### src/rtl/rotor_bank.sv
// rotor_bank: chain of NUM_ROT substitution rotors with odometer (notch)
// stepping, runtime-loadable wiring and valid/ready handshakes.
//
// Ports
//   clk, reset_n            clock (rising edge), async active-low reset
//   dec                     0 = encode, 1 = decode (sampled on acceptance)
//   in_valid/in_ready/in_data    input symbol handshake
//   out_valid/out_ready/out_data/out_err  result handshake; out_err flags a
//                           decode lookup that found no wiring match
//   cfg_we/cfg_mode/cfg_sel/cfg_addr/cfg_data  configuration write port
//                           (mode 0 wiring, 1 position, 2 notch, 3 step)
//   pos_out                 current rotor positions, rotor 0 in the LSBs
//
// Optional feature macro: ROTOR_BANK_REFLECTOR_EN adds a reflector table
// (cfg_sel = NUM_ROT, mode 0); the path becomes forward, reflect, inverse
// and dec is ignored.
module rotor_bank #(
  parameter int ALPHA   = 26,
  parameter int SYM_W   = 8,
  parameter int BASE    = 65,
  parameter int NUM_ROT = 3,
  parameter int POS_W   = $clog2(ALPHA)
) (
  input  logic                     clk,
  input  logic                     reset_n,
  input  logic                     dec,
  input  logic                     in_valid,
  output logic                     in_ready,
  input  logic [SYM_W-1:0]         in_data,
  output logic                     out_valid,
  input  logic                     out_ready,
  output logic [SYM_W-1:0]         out_data,
  output logic                     out_err,
  input  logic                     cfg_we,
  input  logic [1:0]               cfg_mode,
  input  logic [2:0]               cfg_sel,
  input  logic [POS_W-1:0]         cfg_addr,
  input  logic [SYM_W-1:0]         cfg_data,
  output logic [NUM_ROT*POS_W-1:0] pos_out
);

`ifdef ROTOR_BANK_REFLECTOR_EN
  localparam int RUN_LEN = 2 * NUM_ROT + 1;
`else
  localparam int RUN_LEN = NUM_ROT;
`endif
  localparam int CNT_W = (RUN_LEN > 1) ? $clog2(RUN_LEN) : 1;

  typedef enum logic [1:0] {S_IDLE, S_STEP, S_RUN, S_DONE} state_t;

  state_t                 r_state, w_next;
  logic                   r_live;
  logic [POS_W-1:0]       r_s;
  logic [SYM_W-1:0]       r_raw;
  logic                   r_oor, r_dec, r_err, r_out_valid;
  logic [SYM_W-1:0]       r_out_data;
  logic [CNT_W-1:0]       r_cnt;
  logic [POS_W-1:0]       r_pos   [NUM_ROT];
  logic [POS_W-1:0]       r_step  [NUM_ROT];
  logic [POS_W-1:0]       r_notch [NUM_ROT];
  logic [SYM_W-1:0]       r_wire  [NUM_ROT][ALPHA];
`ifdef ROTOR_BANK_REFLECTOR_EN
  logic [SYM_W-1:0]       r_refl  [ALPHA];
`endif

  logic                   w_accept, w_in_ok, w_val_ok, w_addr_ok, w_sel_ok;
  logic [SYM_W-1:0]       w_off, w_tgt;
  logic [POS_W-1:0]       w_cfg_val, w_p, w_sp, w_j, w_s_next, w_ref_s;
  logic [3:0]             w_k;
  logic                   w_inv, w_use_refl, w_hit, w_err_now;
  logic [SYM_W-1:0]       w_row [ALPHA];
  logic [NUM_ROT-1:0]     w_carry;

  // (a + b) mod ALPHA for operands already below ALPHA
  function automatic logic [POS_W-1:0] add_mod(input logic [POS_W-1:0] a,
                                                input logic [POS_W-1:0] b);
    logic [POS_W:0] sum;
    sum = {1'b0, a} + {1'b0, b};
    if (sum >= (POS_W+1)'(ALPHA)) sum = sum - (POS_W+1)'(ALPHA);
    else                          sum = sum;
    return sum[POS_W-1:0];
  endfunction

  // (a - b) mod ALPHA for operands already below ALPHA
  function automatic logic [POS_W-1:0] sub_mod(input logic [POS_W-1:0] a,
                                                input logic [POS_W-1:0] b);
    logic [POS_W:0] d;
    if (a >= b) d = {1'b0, a} - {1'b0, b};
    else        d = {1'b0, a} + (POS_W+1)'(ALPHA) - {1'b0, b};
    return d[POS_W-1:0];
  endfunction

  // (w - BASE - p) mod ALPHA; wiring entries may hold any code, so a true mod
  function automatic logic [POS_W-1:0] wire_to_idx(input logic [SYM_W-1:0] w,
                                                    input logic [POS_W-1:0] p);
    int t;
    t = int'(w) - BASE - int'(p);
    t = t % ALPHA;
    if (t < 0) t = t + ALPHA;
    else       t = t;
    return POS_W'(t);
  endfunction

  assign w_accept  = in_valid & in_ready;
  assign w_off     = in_data - SYM_W'(BASE);
  assign w_in_ok   = (w_off < SYM_W'(ALPHA));
  assign w_cfg_val = cfg_data[POS_W-1:0];
  assign w_val_ok  = ({1'b0, w_cfg_val} < (POS_W+1)'(ALPHA));
  assign w_addr_ok = ({1'b0, cfg_addr} < (POS_W+1)'(ALPHA));
  assign w_sel_ok  = ({1'b0, cfg_sel} < 4'(NUM_ROT));

  assign in_ready  = r_live & (r_state == S_IDLE) & ~cfg_we;
  assign out_valid = r_out_valid;
  assign out_data  = r_out_data;
  assign out_err   = r_err;

  // Pack positions for observation, rotor 0 in the LSBs
  always_comb begin
    pos_out = '0;
    for (int r = 0; r < NUM_ROT; r++) pos_out[r*POS_W +: POS_W] = r_pos[r];
  end

  // Odometer carries: rotor k moves when rotor k-1 sits on its notch
  always_comb begin
    w_carry    = '0;
    w_carry[0] = 1'b1;
    for (int k = 1; k < NUM_ROT; k++) w_carry[k] = (r_pos[k-1] == r_notch[k-1]);
  end

  // Which rotor (or the reflector) this RUN cycle visits, and in which direction
  always_comb begin
    w_k        = '0;
    w_inv      = 1'b0;
    w_use_refl = 1'b0;
`ifdef ROTOR_BANK_REFLECTOR_EN
    if (4'(r_cnt) < 4'(NUM_ROT)) begin
      w_k = 4'(r_cnt);
    end else if (4'(r_cnt) == 4'(NUM_ROT)) begin
      w_use_refl = 1'b1;
    end else begin
      w_k   = 4'(2 * NUM_ROT) - 4'(r_cnt);
      w_inv = 1'b1;
    end
`else
    if (r_dec) begin
      w_k   = 4'(NUM_ROT - 1) - 4'(r_cnt);
      w_inv = 1'b1;
    end else begin
      w_k = 4'(r_cnt);
    end
`endif
  end

  // Select the visited rotor's position and wiring row
  always_comb begin
    w_p   = r_pos[0];
    w_row = r_wire[0];
    for (int r = 0; r < NUM_ROT; r++) begin
      if (w_k == 4'(r)) begin
        w_p   = r_pos[r];
        w_row = r_wire[r];
      end else begin
        w_p = w_p;
      end
    end
  end

  assign w_sp  = add_mod(r_s, w_p);
  assign w_tgt = SYM_W'(BASE) + SYM_W'(w_sp);

  // Inverse lookup: scan high to low so the lowest matching entry wins
  always_comb begin
    w_hit = 1'b0;
    w_j   = '0;
    for (int j = ALPHA - 1; j >= 0; j--) begin
      if (w_row[j] == w_tgt) begin
        w_hit = 1'b1;
        w_j   = POS_W'(j);
      end else begin
        w_hit = w_hit;
      end
    end
  end

`ifdef ROTOR_BANK_REFLECTOR_EN
  assign w_ref_s = wire_to_idx(r_refl[r_s], '0);
`else
  assign w_ref_s = '0;
`endif

  // One rotor stage of symbol arithmetic
  always_comb begin
    w_s_next  = '0;
    w_err_now = 1'b0;
    if (w_use_refl) begin
      w_s_next = w_ref_s;
    end else if (w_inv) begin
      if (w_hit) begin
        w_s_next = sub_mod(w_j, w_p);
      end else begin
        w_s_next  = '0;
        w_err_now = 1'b1;
      end
    end else begin
      w_s_next = wire_to_idx(w_row[w_sp], w_p);
    end
  end

  // FSM next state
  always_comb begin
    w_next = r_state;
    case (r_state)
      S_IDLE: if (w_accept) w_next = S_STEP; else w_next = S_IDLE;
      S_STEP: w_next = S_RUN;
      S_RUN:  if (r_cnt == CNT_W'(RUN_LEN - 1)) w_next = S_DONE; else w_next = S_RUN;
      S_DONE: if (out_ready) w_next = S_IDLE; else w_next = S_DONE;
      default: w_next = S_IDLE;
    endcase
  end

  // FSM state register
  always_ff @(posedge clk or negedge reset_n) begin
    if (!reset_n) r_state <= S_IDLE;
    else          r_state <= w_next;
  end

  // Symbol datapath and output registers
  always_ff @(posedge clk or negedge reset_n) begin
    if (!reset_n) begin
      r_live      <= 1'b0;
      r_s         <= '0;
      r_raw       <= '0;
      r_oor       <= 1'b0;
      r_dec       <= 1'b0;
      r_err       <= 1'b0;
      r_cnt       <= '0;
      r_out_valid <= 1'b0;
      r_out_data  <= '0;
    end else begin
      r_live <= 1'b1;
      case (r_state)
        S_IDLE: begin
          if (w_accept) begin
            r_raw <= in_data;
            r_oor <= ~w_in_ok;
            r_s   <= w_off[POS_W-1:0];
            r_dec <= dec;
            r_err <= 1'b0;
            r_cnt <= '0;
          end
        end
        S_STEP: r_cnt <= '0;
        S_RUN: begin
          r_cnt <= r_cnt + CNT_W'(1);
          if (!r_oor) begin
            r_s   <= w_s_next;
            r_err <= r_err | w_err_now;
          end
          if (r_cnt == CNT_W'(RUN_LEN - 1)) begin
            r_out_valid <= 1'b1;
            r_out_data  <= r_oor ? r_raw : (SYM_W'(BASE) + SYM_W'(w_s_next));
          end
        end
        S_DONE: if (out_ready) r_out_valid <= 1'b0;
        default: r_out_valid <= 1'b0;
      endcase
    end
  end

  // Rotor state: configuration writes in IDLE, odometer stepping in STEP
  always_ff @(posedge clk or negedge reset_n) begin
    if (!reset_n) begin
      for (int r = 0; r < NUM_ROT; r++) begin
        r_pos[r]   <= '0;
        r_step[r]  <= POS_W'(1);
        r_notch[r] <= POS_W'(ALPHA - 1);
        for (int i = 0; i < ALPHA; i++) r_wire[r][i] <= SYM_W'(BASE + i);
      end
`ifdef ROTOR_BANK_REFLECTOR_EN
      for (int i = 0; i < ALPHA; i++) r_refl[i] <= SYM_W'(BASE + ALPHA - 1 - i);
`endif
    end else if ((r_state == S_IDLE) && cfg_we) begin
`ifdef ROTOR_BANK_REFLECTOR_EN
      if ((cfg_mode == 2'd0) && w_addr_ok && ({1'b0, cfg_sel} == 4'(NUM_ROT)))
        r_refl[cfg_addr] <= cfg_data;
`endif
      for (int r = 0; r < NUM_ROT; r++) begin
        if (w_sel_ok && (cfg_sel == 3'(r))) begin
          case (cfg_mode)
            2'd0: if (w_addr_ok) r_wire[r][cfg_addr] <= cfg_data;
            2'd1: if (w_val_ok)  r_pos[r]   <= w_cfg_val;
            2'd2: if (w_val_ok)  r_notch[r] <= w_cfg_val;
            2'd3: if (w_val_ok)  r_step[r]  <= w_cfg_val;
            default: r_pos[r] <= r_pos[r];
          endcase
        end
      end
    end else if ((r_state == S_STEP) && !r_oor) begin
      for (int k = 0; k < NUM_ROT; k++)
        if (w_carry[k]) r_pos[k] <= add_mod(r_pos[k], r_step[k]);
    end
  end

endmodule

### config.mk
export PLATFORM = sky130hd
export DESIGN_NAME = rotor_bank
export DESIGN_NICKNAME = d
export VERILOG_FILES = /design/src/rtl/rotor_bank.sv
export SDC_FILE = /design/constraint.sdc
export NUM_CORES = 2
export LEC_CHECK = 0
export BUFFER_PORTS_ARGS = -buffer_cell sky130_fd_sc_hd__buf_2
export CORE_MARGIN = 2
export CORE_UTILIZATION = 50
export DETAILED_ROUTE_END_ITERATION = 7
export PLACE_DENSITY = 0.65
export SYNTH_ARGS = -nofsm -noshare
export SYNTH_HDL_FRONTEND = slang
export SYNTH_SLANG_ARGS = --single-unit
### constraint.sdc
create_clock -name clk -period 29.2 [get_ports clk]
set_input_delay 2.92 -clock clk [delete_from_list [all_inputs] [get_ports clk]]
set_output_delay 2.92 -clock clk [all_outputs]
set_load 0.05 [all_outputs]
==> impl_metrics.csv <==
group,metric,value,unit
sta,whs,0.471,ns
die,start_util,0.506,
sta,worst_pin_slew,1.21,ns
clock_tree,cts_resized,0,
global_routing,antenna_found_initial,1,
synthesis,yosysSeqAreaShare,0.434,
sta,rsz0062_at_grt,"no",
sta,fin_setup_tns,0,ns
sta,maxSlewHeadroom,0.193,
detailed_routing,drtPass1Iterations,8,
synthesis,synth_area,40800,µm²
die,coreArea,80700,µm²
clock_tree,post_cts_buffers,0,
sta,period_share,0.495,
clock_tree,tritoncts,"built",
synthesis,synthDistinctLibCells,108,
placed_design,dp_cells,4593,
synthesis,synth_nets,3734,
setup_path,cp.arrival,14.98,ns
global_routing,grt_pass1_vias,29000,
clock_tree,path_clk_slew,0.06,ns
clock_tree,clk_path_buf_depth,3,
sta,final.min_clock_period,14.44,ns
setup_path,end_kind,"register",
global_routing,track_usage,0.281,
synthesis,async_reset_ff_frac,1.00,
synthesis,synth_cells,3645,
clock_tree,htreeDepth,3,
detailed_routing,wl_per_cell,24.9,µm
setup_path,cp.required,29.74,ns
layout,final_layout_size_suffix_gt1_frac,0.365,
synthesis,ys.flop_type,"dfrtp_1",
synthesis,synth_edf_count,0,
die,die_h,290,µm
detailed_routing,dr.first_iter.drc_count,2468,
worst_hold_path,hp-class,"register to register",
die,ioPinCount,58,
detailed_routing,ant_nets,0,
global_routing,grt_pass1_wl,181000,µm
placed_design,hpwl,78600,µm
die,dieArea,83900,µm²
sta,fin_ws,14.76,ns
setup_path,critical_path.max_fanout,34,
detailed_routing,drcViolationCount,0,
layout,diodes,0,
global_routing,grt_max_degree,168,
sta,fmax,0.0693,GHz
setup_path,path_class,"register to register",
synthesis,synth_seq_cells,694,
die,num_rows,104,
global_routing,grt_overflow,0,
clock_tree,cts_buffers,79,
placed_design,gp_congestion,0.979,
layout,areaGrowthSynthToFinish,9.48,%
setup_path,slowest_delay,0.76,ns
sta,hold_viol,0,
outcome,status,"finished, final reports clean",
synthesis,syn_avg_cell_area,11.2,µm²
layout,layout.nets,3703,
clock_tree,cts_hold_buf,0,
sta,drv_slew,0,
detailed_routing,via_per_inst,6.19,
sta,clock_skew,0.0353,ns
synthesis,yosysWarnings,0,
setup_path,cp_slowest_cell,"xnor2_1",
sta,setup_viol,0,
die,fp.dieW,290,µm
detailed_routing,via_count,29300,
run,maxCapViolations,0,
detailed_routing,drt_wl_total,118000,µm
placed_design,pre_cts_slack,14.85,ns
layout,final_cell_count_no_fill,4741,
clock_tree,clk_latency,0.66,ns
setup_path,critPathLaunchType,"register",
clock_tree,cts_sinks,694,
placed_design,io_buffers,57,
clock_tree,cts_root_buf,"clkbuf_16",
## per-stage QoR
step                      utilization  cell area [µm²]
after floorplan                     -            40800
after global placement          0.521            42000
after detailed placement        0.521            42000
after CTS                       0.554            44700
after global routing            0.554            44700
final                           0.554            44700
## critical path, delay by kind of cell (launching register included)
| family | cells | cell delay, ns |
|---|---|---|
| AO/OA/AOI/OAI | 19 | 5.76 |
| adder cells (fa/ha/maj) | 8 | 2.80 |
| AND/OR/NAND/NOR | 12 | 2.20 |
| buffers and inverters | 5 | 1.16 |
| XOR/XNOR | 2 | 1.12 |
| multiplexers | 3 | 0.74 |
| flip-flops | 1 | 0.49 |
## per-layer routing
metal  share of wire  vias up  global-route usage  wire [µm]
met5         0.00013        -                   0         15
met4           0.036        2              0.0963       4220
met3           0.064      234              0.0527       7490
met2            0.46      934               0.441      53800
met1            0.44    15000               0.391      52500
li1                -    13100                   -          -
## logic make-up after synthesis
kind of cell	synth area share
buf+inv	0.0308
flops	0.434
other cells	0.0000919
mux	0.287
simple gates	0.0900
fa+ha+maj	0.0190
compound gates	0.0927
xor+xnor	0.0470
## flip-flops by register name (all words and copies together), names as in the netlist, 2 cells and up
register,cells
r_wire,624
pos_out,15
r_step,15
r_notch,10
out_data,8
r_raw,8
r_s,5
r_cnt,2
r_state,2
## Yosys cell counts, drive strengths merged, types with 23 or more instances
master	count	area, µm²
dfstp	267	7020
inv	74	280
mux2	748	8430
nor3	57	285
a21oi	174	890
nor2	303	1140
mux2i	255	2550
mux4	32	721
o211ai	24	190
buf	87	444
o21ai	98	498
clkbuf	139	522
ha	49	613
nand3	51	260
xor2	64	561
xnor2	145	1310
nand4	23	150
a31oi	27	190
dfrtp	427	10700
nand2	200	751
## cells in the final DEF, fill, tap and decap left out, types with 23 or more instances in the layout
cell	netlist	routed
mux2_2	747	747
dfrtp_1	427	427
nor2_1	302	302
dfstp_2	267	267
mux2i_1	255	255
nand2_1	200	200
a21oi_1	171	171
xnor2_1	141	139
o21ai_0	85	85
clkbuf_16	0	79
inv_1	71	71
xor2_1	64	64
buf_4	11	62
nor3_1	57	57
nand3_1	50	50
buf_2	43	50
ha_1	49	46
mux4_2	32	32
clkbuf_1	139	26
a31oi_1	25	23
## path summary, 6_finish.rpt
kind,start,to,slack [ns],depth (start not counted)
worst max-delay path,r_cnt[0],out_data[3],14.76,49
worst min-delay path,out_data[0],out_data[0],0.47,2
worst max register to register,r_cnt[0],out_data[3],14.76,49
worst min register to register,out_data[0],out_data[0],0.47,2
max in group asynchronous,reset_n,r_wire[387],23.04,5
min in group asynchronous,reset_n,r_step[11],2.29,1
## final cells by class
type,instances,area [µm²]
tap,1060,1330
clock inverter,30,415
sequential,694,17700
timing repair buffer,114,751
multi-input combinational,2649,21900
clock buffer,118,2250
inverter,76,292
fill,6962,36000
Power is not shown: default switching activity piles up to over one toggle a cycle in this logic, so the estimate is an artifact.
